--- config.mk ---
export PLATFORM = sky130hd
export DESIGN_NAME = wb_arbiter
export DESIGN_NICKNAME = d
export VERILOG_FILES = /design/src/rtl/wb_arbiter.sv
export SDC_FILE = /design/constraint.sdc
export NUM_CORES = 1
export LEC_CHECK = 0
export CAP_MARGIN = 25
export CORE_UTILIZATION = 45
export CTS_CLUSTER_SIZE = 14
export DETAILED_ROUTE_END_ITERATION = 8
export DONT_BUFFER_PORTS = 1
export HOLD_SLACK_MARGIN = 0.1
export PLACE_DENSITY_LB_ADDON = 0.25
export SYNTH_ARGS = -nofsm -noshare
export SYNTH_HDL_FRONTEND = slang
export SYNTH_SLANG_ARGS = --single-unit
export TNS_END_PERCENT = 100
--- constraint.sdc ---
create_clock -name clk -period 1.1 [get_ports clk]
set_input_delay 0.22 -clock clk [delete_from_list [all_inputs] [get_ports clk]]
set_output_delay 0.22 -clock clk [all_outputs]
set_load 0.005 [all_outputs]
--- src/rtl/wb_arbiter.sv ---
// Write-back arbiter: shares one register-file write port between EX and LSU.
// Define WB_STARVE_GUARD_EN to add the LSU starvation counter and forced-grant state.
//
// state     | meaning
// EX_PRI    | EX wins when both requesters are valid
// LSU_FORCE | LSU lost STARVE_LIMIT times in a row; LSU wins the next contested cycle
module wb_arbiter #(
    parameter int unsigned STARVE_LIMIT = 4
) (
    input  logic        clk,
    input  logic        rst,
    input  logic        ex_valid_i,
    input  logic [4:0]  ex_rd_addr_i,
    input  logic [31:0] ex_rd_data_i,
    output logic        ex_ready_o,
    input  logic        lsu_valid_i,
    input  logic [4:0]  lsu_rd_addr_i,
    input  logic [31:0] lsu_rd_data_i,
    output logic        lsu_ready_o,
    output logic        reg_wen_o,
    output logic [4:0]  rd_addr_o,
    output logic [31:0] rd_data_o
);

    logic ex_grant;
    logic lsu_grant;
    logic force_lsu;

    // Readies are gated by reset so nothing is accepted while the block is held.
    assign ex_grant    = rst & ex_valid_i & ~(lsu_valid_i & force_lsu);
    assign lsu_grant   = rst & lsu_valid_i & ~ex_grant;
    assign ex_ready_o  = ex_grant;
    assign lsu_ready_o = lsu_grant;

`ifdef WB_STARVE_GUARD_EN
    typedef enum logic {
        EX_PRI    = 1'b0,
        LSU_FORCE = 1'b1
    } state_t;

    localparam logic [3:0] LIMIT = 4'(STARVE_LIMIT);

    state_t     state_q, state_d;
    logic [3:0] starve_q, starve_d;

    always_ff @(posedge clk or negedge rst) begin
        if (!rst) begin
            state_q  <= EX_PRI;
            starve_q <= '0;
        end else begin
            state_q  <= state_d;
            starve_q <= starve_d;
        end
    end

    always_comb begin
        starve_d = '0;
        state_d  = state_q;
        if (lsu_valid_i && ex_grant)
            starve_d = (starve_q == 4'd15) ? starve_q : starve_q + 4'd1;
        if (state_q == EX_PRI) begin
            if (starve_d >= LIMIT)
                state_d = LSU_FORCE;
        end else begin
            // A withdrawn LSU request has nothing left to force.
            if (lsu_grant || !lsu_valid_i)
                state_d = EX_PRI;
        end
    end

    assign force_lsu = (state_q == LSU_FORCE);
`else
    assign force_lsu = 1'b0;
`endif

    always_ff @(posedge clk or negedge rst) begin
        if (!rst) begin
            reg_wen_o <= 1'b0;
            rd_addr_o <= '0;
            rd_data_o <= '0;
        end else begin
            reg_wen_o <= 1'b0;
            if (ex_grant) begin
                reg_wen_o <= |ex_rd_addr_i;
                rd_addr_o <= ex_rd_addr_i;
                rd_data_o <= ex_rd_data_i;
            end else if (lsu_grant) begin
                reg_wen_o <= |lsu_rd_addr_i;
                rd_addr_o <= lsu_rd_addr_i;
                rd_data_o <= lsu_rd_data_i;
            end
        end
    end

endmodule

==> results of run 1 <==
[sequential cells by signal, indices dropped and copies added, names as in the netlist]
signal / flops
rd_addr_o: 5
rd_data_o: 32
reg_wen_o: 1
[through the flow]
step / area, um2 / power (mW) / instances
after floorplan: 1790 / 2.05 / 172
after global placement: 1820 / 2.11 / 212
after detailed placement: 1820 / 2.15 / 212
after CTS: 1920 / 3.10 / 221
after global routing: 1920 / 3.24 / 221
final: 1920 / 3.05 / 221
[power by group through the flow]
stage | Clock [mW] | Sequential, mW | Combinational [mW]
global route | 1.04 | 1.76 | 0.432
floorplan | 0 | 1.72 | 0.326
finish | 0.937 | 1.74 | 0.374
CTS | 0.975 | 1.75 | 0.380
global placement | 0 | 1.76 | 0.350
detailed placement | 0 | 1.77 | 0.381
[metal layers]
metal | wire (um) | GRT usage (%) | part of all wire (%)
met2 | 1910 | 33.3 | 52
met1 | 1410 | 20.7 | 38
met5 | 0 | 0 | 0
met4 | 46 | 7.61 | 1.2
met3 | 345 | 5.46 | 9.3
[cell type report]
type	count	area share (%)
repair buffers	5	3.38
flip-flops and latches	38	49.4
multi-input cells	120	38.9
well taps	48	3.12
inverters	2	0.390
clock inverters	1	0.260
clock buffers	7	4.49
[cells by family after synthesis]
| family | count (synthesis) | share of synthesized area [%] |
|---|---|---|
| AO/OA/AOI/OAI | 49 | 15.2 |
| buffers and inverters | 14 | 4.96 |
| flip-flops | 38 | 53.1 |
| multiplexers | 32 | 17.9 |
| AND/OR/NAND/NOR | 39 | 8.74 |
[worst paths after layout]
check / from / end / slack (ns) / depth (start not counted)
setup / recovery: rd_addr_o[4] / rd_addr_o[4] / 0.19 / 0
hold / removal: rst / rd_data_o[9] / -0.37 / 0
setup reg to reg: rd_addr_o[0] / rd_addr_o[0] / 0.30 / 2
hold reg to reg: rd_data_o[28] / rd_data_o[28] / 0.52 / 2
max in group asynchronous: rst / rd_data_o[14] / 1.39 / 0
min in group clk: ex_rd_data_i[5] / rd_data_o[5] / 0.13 / 2
[cells in the mapped netlist]
master and number:
dfrtp_1 38, nand2_1 33, mux2i_1 32, o21ai_1 32
o22ai_1 10, buf_2 8, a21oi_1 5, nor2_1 3
buf_6 2, or4_1 2, buf_8 1, clkbuf_1 1
inv_1 1, inv_2 1, nand2_2 1, o21ai_4 1
o32ai_1 1
[layout by cell type (no fill, tap or decap), types with 3 or more instances in the layout]
cell / count
a21oi_1: 5
dfrtp_1: 38
mux2i_1: 32
o21ai_1: 32
nand2_1: 33
nor2_1: 3
clkbuf_8: 6
o22ai_1: 10
==> flow_metrics.py, run 1 <==
metrics = {
    "outcome": {
        "status": "finished, violations left",
        "violations": "negative hold slack",
    },
    "worst_setup_path": {
        "path_max_fanout": 3,
        "worstPathArrival_ns": 0.69,
        "crit_type": "reg -> out",
        "required_ns": 0.88,
        "endpoint_kind": "output port",
        "cp-start-kind": "register",
    },
    "finish": {
        "fin_util_pct": 51.4,
        "drive_gt1_share_pct": 8.09,
        "regArea_um2": 951,
        "area_growth_pct": 7.55,
        "multiInputGateArea_um2": 749,
        "n_antenna_cell": 0,
        "nFillCells": 341,
        "fin_nets": 250,
    },
    "placed_design": {
        "port_buffers": 0,
        "finalWeightedCongestion": 0.776,
        "dp_hpwl_um": 2780,
        "place_ws_ns": 0.0472,
    },
    "pwr": {
        "p_switching_mw": 0.788,
        "p_int_mw": 2.27,
        "p_comb_share_pct": 12.2,
        "power_leakage_nw": 0.962,
        "clock_power_share_pct": 30.7,
        "switching_share_pct": 25.8,
        "peakVddDrop_mv": 0.694,
        "seqPwrFrac_pct": 57.1,
        "power.density_nw_per_um2": 1590,
    },
    "min_path": {
        "min_path_type": "in -> async",
    },
    "timing": {
        "tns_ns": 0,
        "max_freq_mhz": 1100,
        "maxSlewHeadroom_pct": 84.6,
        "worst_clock_skew_ns": 0,
        "report.final.setup_viol": 0,
        "report.final.hold_viol_count": 38,
        "worst_slack_ns": 0.188,
        "drv_slew": 0,
        "rsz0062_at_grt": "no",
        "worst_slew_pin_slew_ns": 0.231,
        "min_period_ns": 0.912,
        "whs_ns": -0.367,
        "fin_crit_sh_pct": 82.9,
    },
    "yosys": {
        "netlist_top_cells_area": "dfrtp_1 (53%), mux2i_1 (18%), o21ai_1 (9.0%), nand2_1 (6.9%), o22ai_1 (3.5%)",
        "ys_seq_elements": 38,
        "synth_fp_nets": 250,
        "synthesis.area_um2": 1790,
        "yosysTopAreaCellShare_pct": 53.1,
        "yosysSeqAreaShare_pct": 53.1,
        "yosysTopAreaCell": "dfrtp_1",
        "synth_cells": 172,
        "synth.avg_cell_area_um2": 10.4,
        "yosys_warnings": 0,
        "yosysUniqueCellTypes": 17,
    },
    "detailed_routing": {
        "drcViolationCount": 0,
        "wirelength_um": 3710,
        "wl_per_cell_um": 16.8,
        "drt_iter0_markers": 41,
        "via_per_inst": 5.77,
        "first_pass_iters": 4,
        "ant_nets": 0,
        "vias": 1276,
    },
    "global_route": {
        "grtUsageTotal_pct": 18.7,
        "grt_pass1_vias": 1300,
        "grt_pass1_wl_um": 5970,
        "overflow": 0,
        "grt_max_degree": 47,
        "antenna_found_initial": 0,
    },
    "floorplanning": {
        "die_y_um": 65.1,
        "die_w_um": 65.1,
        "rows": 22,
        "die_area_um2": 4230,
        "core_area_um2": 3740,
        "ios": 118,
        "start_util_pct": 47.8,
    },
    "clock_network": {
        "clk_latency_ns": 0.27,
        "cts_resized": 0,
        "cts_buffers": 5,
        "post_cts_buffers": 0,
        "clock_sinks": 38,
        "htree_levels": 2,
        "clockRootBuffer": "clkbuf_8",
        "ctsHoldBuffers": 1,
        "clk_path_buf_depth": 2,
        "clk_pin_slew_ns": 0.07,
        "cts_tree": "yes",
    },
    "flow_run": {
        "max_cap_viol_count": 0,
    },
}
Power figures use the tool's default switching activity.
==> inputs of run 2 (changes only) <==
Settings changed: ABC_AREA from default to 1.
Clock period 1.1 ns to 0.8 ns, I/O delays scaled along.
==> flow_metrics.py, run 2 <==
metrics = {
    "yosys": {
        "yosys.cell_count.top_type": "nand2_1",
        "synth_cells": 312,
        "synthArstFlopShare_pct": 100,
        "synth_common_cells": "nand2_1 (142), inv_1 (65), nand3_1 (43)",
        "yosysTopAreaCell": "dfrtp_1",
        "ys_seq_elements": 38,
        "synth.avg_cell_area_um2": 6.69,
        "ys.flop_type": "dfrtp_1",
        "synthesis.area_um2": 2090,
        "yosysSeqAreaShare_pct": 45.6,
        "yosysTopAreaCellShare_pct": 45.6,
        "yosysUniqueCellTypes": 11,
        "yosys_warnings": 0,
        "synth_fp_nets": 390,
        "netlist_top_cells_area": "dfrtp_1 (46%), nand2_1 (26%), inv_1 (12%), nand3_1 (10%), buf_2 (1.9%)",
        "synth_edf_count": 0,
    },
    "pwr": {
        "p_total_mw": 4.61,
        "power_leakage_nw": 1.71,
        "peakVddDrop_mv": 1.00,
        "power.density_nw_per_um2": 1650,
    },
    "finish": {
        "nFillCells": 385,
        "area_growth_pct": 33.5,
        "mostFrequentLayoutCell": "nand2_1",
        "n_antenna_cell": 0,
        "drive_gt1_share_pct": 6.28,
        "final_cell_mix": "nand2_1 (140), inv_1 (65), nand3_1 (42), dlygate4sd3_1 (40), dfrtp_1 (38)",
        "largest-register": "rd_data_o",
        "regArea_um2": 951,
        "largest_reg_flops": 32,
        "multiInputGateArea_um2": 800,
        "reg_top3": "rd_data_o x32, rd_addr_o x5, reg_wen_o x1",
        "fin_nets": 443,
    },
    "clock_network": {
        "cts_tree": "yes",
        "clk_latency_ns": 0.28,
        "clk_pin_slew_ns": 0.07,
        "post_cts_buffers": 0,
        "cts_buffers": 5,
        "clockRootBuffer": "clkbuf_8",
        "clk_path_buf_depth": 2,
        "clock_sinks": 38,
        "htree_levels": 2,
        "ctsHoldBuffers": 52,
    },
    "detailed_routing": {
        "first_pass_iters": 4,
        "via_per_inst": 4.80,
        "drt_iter0_markers": 108,
        "vias": 2005,
        "ant_nets": 0,
        "wl_per_cell_um": 12.9,
        "drcViolationCount": 0,
        "wirelength_um": 5400,
    },
    "worst_setup_path": {
        "worstReg2RegStart": "rd_addr_o[3]",
        "worstSetupStartpoint": "rd_data_o[3]",
        "worstPathArrival_ns": 0.69,
        "path_max_fanout": 2,
        "r2r_cells": 2,
        "crit_type": "reg -> out",
        "endpoint": "rd_data_o[3]",
        "endpoint_kind": "output port",
        "cp.depth": 0,
        "rr_endpoint": "rd_addr_o[3]",
        "r2r_slack_ns": 0.10,
        "required_ns": 0.64,
        "cp-start-kind": "register",
    },
    "floorplanning": {
        "rows": 24,
        "die_area_um2": 4910,
        "start_util_pct": 47.3,
        "die_w_um": 70.1,
        "die_y_um": 70.1,
        "core_area_um2": 4410,
        "ios": 118,
    },
    "global_route": {
        "grt_max_degree": 41,
        "grtUsageTotal_pct": 23.0,
        "grt_pass1_wl_um": 9020,
        "grt_pass1_vias": 2160,
        "overflow": 0,
        "antenna_found_initial": 0,
    },
    "flow_run": {
        "max_cap_viol_count": 0,
    },
    "timing": {
        "worst_slack_ns": -0.0511,
        "report.final.setup_viol": 38,
        "maxSlewHeadroom_pct": 77.2,
        "max_freq_mhz": 1170,
        "rsz0062_at_grt": "yes",
        "whs_ns": -0.434,
        "min_period_ns": 0.851,
        "worst_clock_skew_ns": 0,
        "worst_slew_pin_slew_ns": 0.343,
        "tns_ns": -1.63,
        "fin_crit_sh_pct": 106,
        "report.final.hold_viol_count": 38,
        "drv_slew": 0,
    },
    "min_path": {
        "min_path_type": "in -> async",
    },
    "placed_design": {
        "dp_hpwl_um": 3160,
        "finalWeightedCongestion": 0.749,
        "port_buffers": 0,
    },
    "outcome": {
        "violations": "negative hold slack, negative setup slack",
        "status": "finished, violations left",
    },
}
run 2: cell count changes after synthesis, moves of 10 or more:
| cell | before | now |
|---|---|---|
| mux2i_1 | 32 | 0 |
| nand3_1 | 0 | 43 |
| nand2_1 | 33 | 142 |
| inv_1 | 1 | 65 |
| o21ai_1 | 32 | 0 |
| o22ai_1 | 10 | 0 |
run 2: where the power goes:
part	total [mW]	internal (mW)	switching, mW
combinational	0.860	0.423	0.436
sequential	2.42	2.19	0.230
clock	1.33	0.695	0.631
total	4.61	3.31	1.30
run 2: kinds of logic (layout without fill, tap and decap cells):
group | count (synthesis) | count (layout) | share of synthesized area [%]
flops | 38 | 38 | 45.6
simple gates | 193 | 193 | 37.7
buf+inv | 81 | 135 | 16.7
run 2: how the worst min path moves through the flow:
stage,depth (start not counted),slack (ns),startpoint,end
2_1_floorplan,0,-0.14,rst,rd_addr_o[0]
3_3_place_gp,0,-0.13,rst,rd_data_o[29]
3_5_place_dp,0,-0.13,rst,rd_data_o[30]
4_1_cts,0,-0.45,rst,rd_data_o[2]
5_1_grt,0,-0.45,rst,rd_data_o[29]
6_report,0,-0.43,rst,rd_data_o[30]
run 2: cell type report:
| type | instances | area share [%] |
|---|---|---|
| sequential | 38 | 34.2 |
| clock inverter | 1 | 0.180 |
| tap | 52 | 2.34 |
| multi-input combinational | 193 | 28.7 |
| timing repair buffer | 60 | 22.4 |
| inverter | 67 | 9.12 |
| clock buffer | 7 | 3.10 |
run 2: timing repair:
item,4_1_cts,5_1_grt
gates resized for setup,0,17
endpoints found under the hold margin,72,38
setup endpoints to repair,38,58
pin swaps,0,15
run 2: metrics by stage:
step	utilization (%)	cells	setup WS (ns)	cell area (um2)	hold WS, ns
detailed placement	48.2	358	-0.205	2130	-0.135
global placement	48.2	358	-0.181	2130	-0.134
CTS	62.1	418	-0.0648	2740	-0.446
global route	63.1	418	-0.0800	2780	-0.454
floorplan	-	312	0.0258	2100	-0.136
finish	63.1	418	-0.0511	2780	-0.434
run 2: per-layer routing:
layer | vias up | GRT usage (%) | share of wire (%)
met5 | - | 0 | 0
met2 | 78 | 42.3 | 52
li1 | 1009 | - | -
met1 | 911 | 25.8 | 40
met4 | 0 | 7.56 | 1.1
met3 | 7 | 5.63 | 6.6
==> inputs of run 3 (changes only) <==
Settings changed: SETUP_SLACK_MARGIN from default to 0.15.
==> flow_metrics.py, run 3 (same netlist as run 2, synthesis figures left out) <==
metrics = {
    "outcome": {
        "status": "finished, violations left",
        "violations": "negative hold slack, negative setup slack",
    },
    "global_route": {
        "grtUsageTotal_pct": 19.9,
        "grt_pass1_wl_um": 7620,
        "overflow": 0,
        "grt_pass1_vias": 1762,
        "antenna_found_initial": 0,
        "grt_max_degree": 41,
    },
    "floorplanning": {
        "die_w_um": 70.1,
        "die_y_um": 70.1,
        "die_area_um2": 4910,
        "core_area_um2": 4410,
        "ios": 118,
        "start_util_pct": 47.3,
        "rows": 24,
    },
    "finish": {
        "mostFrequentLayoutCell": "nand2_1",
        "area_growth_pct": 10.7,
        "stdcell_count": 367,
        "fin_nets": 392,
        "drive_gt1_share_pct": 7.30,
        "fin_area_um2": 2310,
        "n_antenna_cell": 0,
        "reg_top3": "rd_data_o x32, rd_addr_o x5, reg_wen_o x1",
        "largest_reg_flops": 32,
        "final_cell_mix": "nand2_1 (141), inv_1 (65), nand3_1 (43), dfrtp_1 (38), clkbuf_8 (8)",
        "largest-register": "rd_data_o",
    },
    "pwr": {
        "power.density_nw_per_um2": 1990,
        "power_leakage_nw": 1.41,
        "peakVddDrop_mv": 1.00,
    },
    "worst_setup_path": {
        "crit_type": "reg -> out",
        "r2r_slack_ns": 0.14,
        "worstPathArrival_ns": 0.69,
        "endpoint_kind": "output port",
        "worstReg2RegStart": "rd_addr_o[3]",
        "cp-start-kind": "register",
        "rr_endpoint": "rd_addr_o[3]",
        "endpoint": "rd_data_o[25]",
        "path_max_fanout": 2,
        "worstSetupStartpoint": "rd_data_o[25]",
        "required_ns": 0.64,
        "r2r_cells": 2,
        "cp.depth": 0,
    },
    "clock_network": {
        "cts_buffers": 5,
        "clockRootBuffer": "clkbuf_8",
        "clk_pin_slew_ns": 0.07,
        "post_cts_buffers": 0,
        "htree_levels": 2,
        "clock_sinks": 38,
        "clk_path_buf_depth": 2,
        "clk_latency_ns": 0.28,
        "cts_tree": "yes",
    },
    "timing": {
        "worst_slew_pin_slew_ns": 0.301,
        "max_freq_mhz": 1170,
        "whs_ns": -0.438,
        "worst_clock_skew_ns": 0,
        "report.final.setup_viol": 38,
        "min_period_ns": 0.852,
        "report.final.hold_viol_count": 38,
        "worst_slack_ns": -0.0520,
        "maxSlewHeadroom_pct": 79.9,
        "fin_crit_sh_pct": 107,
        "drv_slew": 0,
        "rsz0062_at_grt": "yes",
    },
    "detailed_routing": {
        "wirelength_um": 4390,
        "vias": 1764,
        "wl_per_cell_um": 12.0,
        "first_pass_iters": 4,
        "drcViolationCount": 0,
        "via_per_inst": 4.81,
        "ant_nets": 0,
        "drt_iter0_markers": 66,
    },
    "placed_design": {
        "finalWeightedCongestion": 0.743,
        "dpl.cell_count": 359,
        "detailed_place.area_um2": 2190,
        "port_buffers": 0,
        "dp_hpwl_um": 3360,
    },
    "flow_run": {
        "max_cap_viol_count": 0,
    },
    "min_path": {
        "min_path_type": "in -> async",
    },
}
[run 3: area by class of cell]
cell class | instances | area, um2
multi-input combinational | 193 | 830
tap | 52 | 65.1
fill | 471 | 2110
clock buffer | 8 | 110
inverter | 67 | 256
timing repair buffer | 9 | 96.3
sequential | 38 | 951
[run 3: power breakdown]
part	switching, mW	internal, mW	total (mW)
logic	0.380	0.268	0.647
registers	0.222	2.19	2.41
clock network	0.654	0.870	1.52
[run 3: through the flow]
stage	setup WS (ns)	TNS, ns	util (%)	power (mW)
4_1_cts	-0.0671	-2.21	52.1	4.65
2_1_floorplan	0.0536	0	-	2.96
5_1_grt	-0.0853	-2.85	52.3	4.87
6_report	-0.0520	-1.73	52.3	4.58
3_3_place_gp	-0.00451	-0.00451	49.6	3.10
3_5_place_dp	-0.0341	-0.486	49.6	3.12
[run 3: timing repair]
item | 4_1_cts | 5_1_grt
setup endpoints to repair | 44 | 75
resized for setup | 0 | 2
endpoints found under the hold margin | 74 | 52
pin swaps | 11 | 28
[run 3: worst min path at each step]
stage	end	slack (ns)	depth (start not counted)
after floorplan	rd_addr_o[0]	-0.14	0
after global placement	reg_wen_o	-0.13	0
after detailed placement	reg_wen_o	-0.14	0
after CTS	rd_data_o[28]	-0.45	0
after global routing	rd_data_o[28]	-0.46	0
final	rd_data_o[28]	-0.44	0
[run 3: metal layers]
metal | wire [um] | vias up | part of all wire (%) | GRT usage [%]
met5 | 0 | - | 0 | 0
met4 | 58 | 0 | 1.3 | 8.00
met3 | 299 | 6 | 6.8 | 6.64
met2 | 2220 | 64 | 50 | 34.2
met1 | 1820 | 786 | 41 | 22.7
li1 | - | 908 | - | -
